### config.mk
export PLATFORM = sky130hd
export DESIGN_NAME = sa_input_skewer
export DESIGN_NICKNAME = d
export VERILOG_FILES = /design/src/rtl/sa_input_skewer.sv
export SDC_FILE = /design/constraint.sdc
export NUM_CORES = 1
export LEC_CHECK = 0
export BUFFER_PORTS_ARGS = -buffer_cell sky130_fd_sc_hd__buf_2
export CORE_UTILIZATION = 50
export DETAILED_ROUTE_END_ITERATION = 7
export GPL_ROUTABILITY_DRIVEN = 0
export MAX_ROUTING_LAYER = met4
export PLACE_DENSITY = 0.74
export SYNTH_ARGS = -nofsm -noshare
export SYNTH_HDL_FRONTEND = slang
export SYNTH_SLANG_ARGS = --single-unit
### constraint.sdc
create_clock -name i_clk -period 2.3 [get_ports i_clk]
set_input_delay 0.345 -clock i_clk [delete_from_list [all_inputs] [get_ports i_clk]]
set_output_delay 0.345 -clock i_clk [all_outputs]
set_load 0.005 [all_outputs]
### src/rtl/sa_input_skewer.sv
// sa_input_skewer: diagonal skew between the Im2Col vector unit and the systolic array.
// Lane k of each accepted vector reaches SA row k after k+1 cycles.
//
// Ports:
//   i_clk, i_rstn        clock, asynchronous active-low reset
//   i_start              frame start pulse (accepted in IDLE only)
//   i_vec_valid, i_vec   one LANES x DATA_W signed vector per cycle
//   i_last               marks the final vector of the frame
//   o_sa_row, o_sa_valid skewed operands and per-row valid
//   o_busy, o_done       frame in progress, one-cycle completion pulse
//   o_vec_count          vectors accepted in the current/last frame
//   o_err                sticky protocol error, cleared by accepted start
//
// Optional feature macro: SA_SKEW_BYPASS_EN adds i_bypass, which aligns all
// lanes to latency 1 for the frame and removes the drain phase.
module sa_input_skewer #(
    parameter int LANES  = 9,
    parameter int DATA_W = 8,
    parameter int CNT_W  = 16
) (
    input  logic                           i_clk,
    input  logic                           i_rstn,
    input  logic                           i_start,
    input  logic                           i_vec_valid,
    input  logic signed [LANES*DATA_W-1:0] i_vec,
    input  logic                           i_last,
`ifdef SA_SKEW_BYPASS_EN
    input  logic                           i_bypass,
`endif
    output logic signed [LANES*DATA_W-1:0] o_sa_row,
    output logic        [LANES-1:0]        o_sa_valid,
    output logic                           o_busy,
    output logic                           o_done,
    output logic        [CNT_W-1:0]        o_vec_count,
    output logic                           o_err
);

    localparam logic [1:0] S_IDLE   = 2'd0;
    localparam logic [1:0] S_STREAM = 2'd1;
    localparam logic [1:0] S_DRAIN  = 2'd2;

    localparam int DW = $clog2(LANES);
    localparam logic [DW-1:0] DRAIN_INIT = DW'(LANES - 1);

    logic [1:0]    state_q;
    logic [DW-1:0] drain_q;
    logic          byp_q;

    logic acc;
    logic start_ok;
    logic flush;
    logic err_evt;

    assign start_ok = (state_q == S_IDLE) && i_start;
    assign acc      = (state_q == S_STREAM) && i_vec_valid;
    assign flush    = start_ok;

    // Vector outside STREAM, start outside IDLE, or a stray i_last.
    assign err_evt  = (i_vec_valid && (state_q != S_STREAM))
                    || (i_start && (state_q != S_IDLE))
                    || (i_last && !i_vec_valid);

    assign o_busy = (state_q != S_IDLE);
    assign o_done = (state_q == S_DRAIN) && (drain_q == '0);

`ifdef SA_SKEW_BYPASS_EN
    always_ff @(posedge i_clk or negedge i_rstn) begin
        if (!i_rstn) begin
            byp_q <= 1'b0;
        end else if (start_ok) begin
            byp_q <= i_bypass;
        end
    end
`else
    assign byp_q = 1'b0;
`endif

    always_ff @(posedge i_clk or negedge i_rstn) begin
        if (!i_rstn) begin
            state_q     <= S_IDLE;
            drain_q     <= '0;
            o_vec_count <= '0;
            o_err       <= 1'b0;
        end else begin
            unique case (state_q)
                S_IDLE: begin
                    if (i_start) begin
                        state_q <= S_STREAM;
                    end
                end
                S_STREAM: begin
                    if (i_vec_valid && i_last) begin
                        state_q <= S_DRAIN;
                        // Bypassed frames are already aligned: finish next cycle.
                        drain_q <= byp_q ? '0 : DRAIN_INIT;
                    end
                end
                S_DRAIN: begin
                    if (drain_q == '0) begin
                        state_q <= S_IDLE;
                    end else begin
                        drain_q <= drain_q - 1'b1;
                    end
                end
                default: begin
                    state_q <= S_IDLE;
                end
            endcase

            if (start_ok) begin
                o_vec_count <= '0;
                o_err       <= err_evt;
            end else begin
                if (acc && (o_vec_count != '1)) begin
                    o_vec_count <= o_vec_count + CNT_W'(1);
                end
                o_err <= o_err | err_evt;
            end
        end
    end

    for (genvar k = 0; k < LANES; k++) begin : g_lane
        logic signed [DATA_W-1:0] d_q [k+1];
        logic        [k:0]        v_q;
        logic                     sel_v;
        logic signed [DATA_W-1:0] sel_d;

        // Chain shifts every cycle; idle slots carry zero data.
        always_ff @(posedge i_clk or negedge i_rstn) begin
            if (!i_rstn) begin
                v_q <= '0;
                for (int j = 0; j <= k; j++) begin
                    d_q[j] <= '0;
                end
            end else if (flush) begin
                v_q <= '0;
                for (int j = 0; j <= k; j++) begin
                    d_q[j] <= '0;
                end
            end else begin
                v_q[0] <= acc;
                d_q[0] <= acc ? i_vec[k*DATA_W +: DATA_W] : '0;
                for (int j = 1; j <= k; j++) begin
                    v_q[j] <= v_q[j-1];
                    d_q[j] <= d_q[j-1];
                end
            end
        end

        assign sel_v = byp_q ? v_q[0] : v_q[k];
        assign sel_d = byp_q ? d_q[0] : d_q[k];

        assign o_sa_valid[k] = sel_v;
        assign o_sa_row[k*DATA_W +: DATA_W] = sel_v ? sel_d : '0;
    end

endmodule

* Yosys cells after proc, flatten, opt, wreduce, memory -nomap -nowiden
Cells that the tools add are included. Widths: inputs -> output; s select.
Cells by class: reduce and logical (&&, ||, !) cells 18, equal/unequal tests 8, multiplexer cells 46, add/sub/neg operators 2, bitwise logic cells 1
Operator list (count):
- $mux 8 | 20
- $mux 72 | 1
- $mux 64 | 1
- $mux 56 | 1
- $mux 16 | 3
- $mux 48 | 1
- $mux 40 | 1
- $mux 32 | 1
- $mux 24 | 1
- $add 16x1->16 const B | 1
- $ne 16x16->1 const B | 1
- $mux 4 | 3
- $mux 9 | 1
- $logic_and 1x1->1 | 8
- $mux 2 | 4
- $pmux 4 s2 | 1
- $mux 7 | 1
- $mux 6 | 1
- $ne 2x1->1 const B | 3
- $pmux 2 s3 | 1
- $reduce_and 3->1 | 2
- $reduce_bool 2->1 | 3
- $mux 5 | 1
- $logic_not 4->1 | 1
- other kinds (10) | 13
Storage, ports and cells: bits in registers 428, input port bits 77

* Logic depth before layout (Yosys ltp)
depth in word-level cells 6, gate-level depth with buffers 7

* Least setup slack after synthesis
OpenSTA, ideal clock, no wires.
kind register to register, from register o_vec_count[0], to register o_vec_count[3], setup time 0.087 ns, buffers on the path 1, clock period less this slack 1.798 ns, data required time 2.213 ns, arrival time 1.711 ns, stages on the path, launching flop included 7, slack 0.502 ns, cells stage by stage dfrtp_1 -> ha_1 -> nand3_1 -> nor4_1 -> buf_2 -> or4_2 -> o211ai_1
On the way: word-level cells in the longest chain between the ends 3, elaborated cells on any way between the ends 6
RTL lines:
- from (decl) | RTL line 34 | output logic [CNT_W-1:0] o_vec_count,
- from (signal assigned) | RTL line 115 | o_vec_count <= o_vec_count + CNT_W'(1);
- $add 16x1->16 or $ne 16x16->1 (tied branches) | RTL line 115, 114
- $mux 16 or $logic_and 1x1->1 (tied branches) | RTL line 114 | if (acc && (o_vec_count != '1)) begin
- $mux 16 or $reduce_bool 2->1 (tied branches)
Parallel ways exist; a longest one is shown, timed or not. The select of a mux whose other input is x is not followed. A chain may end at the register's enable or synchronous reset.

* Final worst setup path
from register drain_q[0], to output o_done
On the way: word-level cells in the longest chain between the ends 2
RTL lines:
- from (decl) | RTL line 46 | logic [DW-1:0] drain_q;
- from (signal assigned) | RTL line 95 | drain_q <= byp_q ? '0 : DRAIN_INIT;
- from (signal assigned) | RTL line 102 | drain_q <= drain_q - 1'b1;
- $logic_not 4->1 | RTL line 64 | assign o_done = (state_q == S_DRAIN) && (drain_q == '0);
- $logic_and 1x1->1 | RTL line 64
- to (decl) | RTL line 33 | output logic o_done,
Every way passes these cells.

==> impl_metrics.toml <==
[synthesis]
yosysUniqueCellTypes = 43
yosys.area_share.simple_pct = 23.3
synthCells = 995
yosysMostFrequentCell = "and2_1"
yosysWarnings = 0
synth-edff-count = 0
synth_fa_ha_area_share_pct = 0.186
synth_xor_area_share_pct = 0.130
muxShareOfSynthArea_pct = 0.297
synth_seq_cells = 392
syn_avg_cell_area_um2 = 13.5
seq_area_frac_synth_pct = 72.8
synth_top_family_by_area = "simple AND/OR/NAND/NOR gates"
yosys.area.top_type = "dfrtp_1"
synthFlopType = "dfrtp_1"
synth_commonest_cells = "and2_1 (440), dfrtp_1 (392), clkbuf_1 (40)"
synthArstFlopShare_pct = 100
syn_area_um2 = 13500
synth_fp_nets = 1074
synth_top_area_share_pct = 72.8
synth_compound_area_share_pct = 1.53
synth_area_leaders = "dfrtp_1 (73%), and2_1 (20%), clkbuf_1 (1.1%)"

[cts]
clk_path_buf_depth = 3
cts-root-buf = "clkbuf_16"
clk-insertion-delay-late_ns = 0.52
htreeDepth = 2
cts-resized-gates = 0
cts_tree = "built"
cts_setup_buffers = 0
numCtsBuffers = 40
clk_pin_slew_worst_paths_ns = 0.06
clock_sinks = 392
cts_hold_buf = 1

[worst_setup_path]
crit_type = "register to output pin"
slowest_delay_ns = 0.49
timing.rr.start = "o_vec_count[1]"
critPathBufInv = 2
r2r_end = "o_vec_count[4]"
crit_family = "simple AND/OR/NAND/NOR gates"
crit_start = "drain_q[0]"
crit_required_ns = 1.96
path_cells = "inv_1, ha_1, or3b_2, nor2_1, buf_2"
critPathMaxFanout = 4
startpoint_type = "register"
critPathCaptureType = "output pin"
reg2reg_slack_ns = 0.28
crit_arrival_ns = 1.88
cp_slowest_cell = "or3b_2"
reg2reg_depth = 5

[global_routing]
grt_overflow = 0
grt_pass1_wl_um = 33600
antenna_found_initial = 5
grt_pass1_vias = 7034
grtUsageTotal_pct = 15.5
grt_max_degree = 97

[status]
status = "finished with violations"
violations = "DRC"

[sta]
setup_viol = 0
fin_crit_ns = 2.23
slew_viol_final = 0
fin_crit_sh_pct = 96.8
max_slew.worst_pin.slew_ns = 0.667
tns_ns = 0
rsz0062_at_grt = "false"
max_freq_ghz = 0.449
slew_headroom_pct = 55.6
hold_ws_ns = 0.0236
fin_skew_ns = 0.0133
finalHoldViolations = 0

[worst_hold_path]
min_path_type = "input port to register"
hold_start = "i_vec[8]"
whs_endpoint = "g_lane[1].d_q[8]"
whs_path_depth = 2

[routing]
dr.pass1.iters = 8
wl_um = 19700
vias = 7142
vias_per_cell = 4.59
post_drt_wl_per_cell_um = 12.6
drt_iter0_markers = 384
antenna_left = 0
post-route-drc-count = 14

[power_and_ir_drop]
switching_share_pct = 24.2
p_sw_mw = 4.06
power_density_nw_per_um2 = 1030
pwr-share-seq_pct = 50.4
internal-power_mw = 12.7
power_mw = 16.8
p_leak_nw = 8.50
pwr-share-comb_pct = 12.4
clock_power_share_pct = 37.2
vdd_drop_max_mv = 0.734

[die]
dieWidth_um = 166
boundaryPins = 177
die_y_um = 166
die-area_um2 = 27600
rows = 59
start_util_pct = 51.3
core_um2 = 26300

[cells_and_area]
nNetsFinal = 1266
finalInstanceArea_um2 = 16200
syn_to_final_growth_pct = 20.2
drive_above_1_share_pct = 22.5

[place]
dp_hpwl_um = 12200
placedInstanceArea_um2 = 14800
port_buffers = 176

[run]
cap_violations = 0
-- flip-flops by register name (all words and copies together), names as in the netlist --
name	count
state_q	2
g_lane.sel_d	64
g_lane.d_q	296
g_lane.v_q	9
o_err	1
drain_q	4
o_vec_count	16
-- layer usage --
metal / up-vias / track usage [%] / share of wire [%]
li1: 3499 / - / -
met1: 3411 / 18.2 / 40
met2: 185 / 25.6 / 51
met3: 47 / 4.12 / 6.8
met4: 0 / 5.85 / 2.6
met5: - / - / 0
-- layout make-up --
cell class | count | area (µm²)
antenna | 5 | 12.5
clock buffer | 58 | 1180
clock inverter | 14 | 144
fill | 2029 | 10100
inverter | 8 | 30.0
multi-input combinational | 546 | 3430
sequential | 392 | 9810
tap | 335 | 419
timing repair buffer | 199 | 1170
-- power groups by stage --
stage	Clock [mW]	Sequential, mW	Combinational [mW]
global placement	0	8.54	2.06
floorplan	0	8.44	1.43
detailed placement	0	8.59	2.13
finish	6.23	8.45	2.08
global route	6.71	8.60	2.39
CTS	6.44	8.47	2.15
-- cells in the final DEF (no fill, tap or decap), types with 2 or more instances in the layout --
cell type,Yosys,layout
nand4_1,9,9
o211ai_1,5,5
or3_1,2,2
clkbuf_8,0,11
dfrtp_1,392,392
buf_2,7,175
clkbuf_1,40,7
diode_2,0,5
nand2b_1,3,3
nor3_1,4,4
nor4_1,5,5
or4_1,4,4
ha_1,2,2
clkinvlp_4,0,6
clkinv_2,0,3
a21oi_1,5,5
inv_1,8,7
and2_1,440,440
xor2_1,2,2
nor2_1,6,6
a31oi_1,4,4
clkbuf_16,0,40
buf_12,0,8
nand3_1,11,11
nand2_1,13,13
mux2i_1,4,4
o31ai_1,2,2
buf_4,1,14
o21ai_0,5,5
-- worst max path at each step --
stage | cells past startpoint | to | slack, ns
2_1_floorplan | 6 | o_vec_count[3] | 0.50
3_3_place_gp | 4 | o_vec_count[9] | 0.40
3_5_place_dp | 5 | o_vec_count[4] | 0.34
4_1_cts | 5 | o_done | 0.06
5_1_grt | 5 | o_done | 0.01
6_report | 5 | o_done | 0.07
-- worst register-to-register path: stages, from the launching register on --
cell     delay, ns
dfrtp_1       0.41
ha_1          0.24
nand3_1       0.18
or4_1         0.74
a31oi_1       0.24
a21oi_1       0.06
-- stage by stage --
stage          utilization [%]  worst slack, ns  instances
2_1_floorplan                -            0.502        995
3_3_place_gp              56.5            0.397       1479
3_5_place_dp              56.5            0.344       1479
4_1_cts                   61.6           0.0575       1552
5_1_grt                   61.6           0.0103       1557
6_report                  61.6           0.0744       1557
-- logic make-up (layout without fill, tap and decap cells) --
family / after synthesis / count (layout)
simple gates: 508 / 508
other cells: 0 / 5
flops: 392 / 392
compound gates: 30 / 30
buf+inv: 57 / 279
mux: 4 / 4
fa+ha+maj: 2 / 2
xor+xnor: 2 / 2
Power figures use the tool's default switching activity.
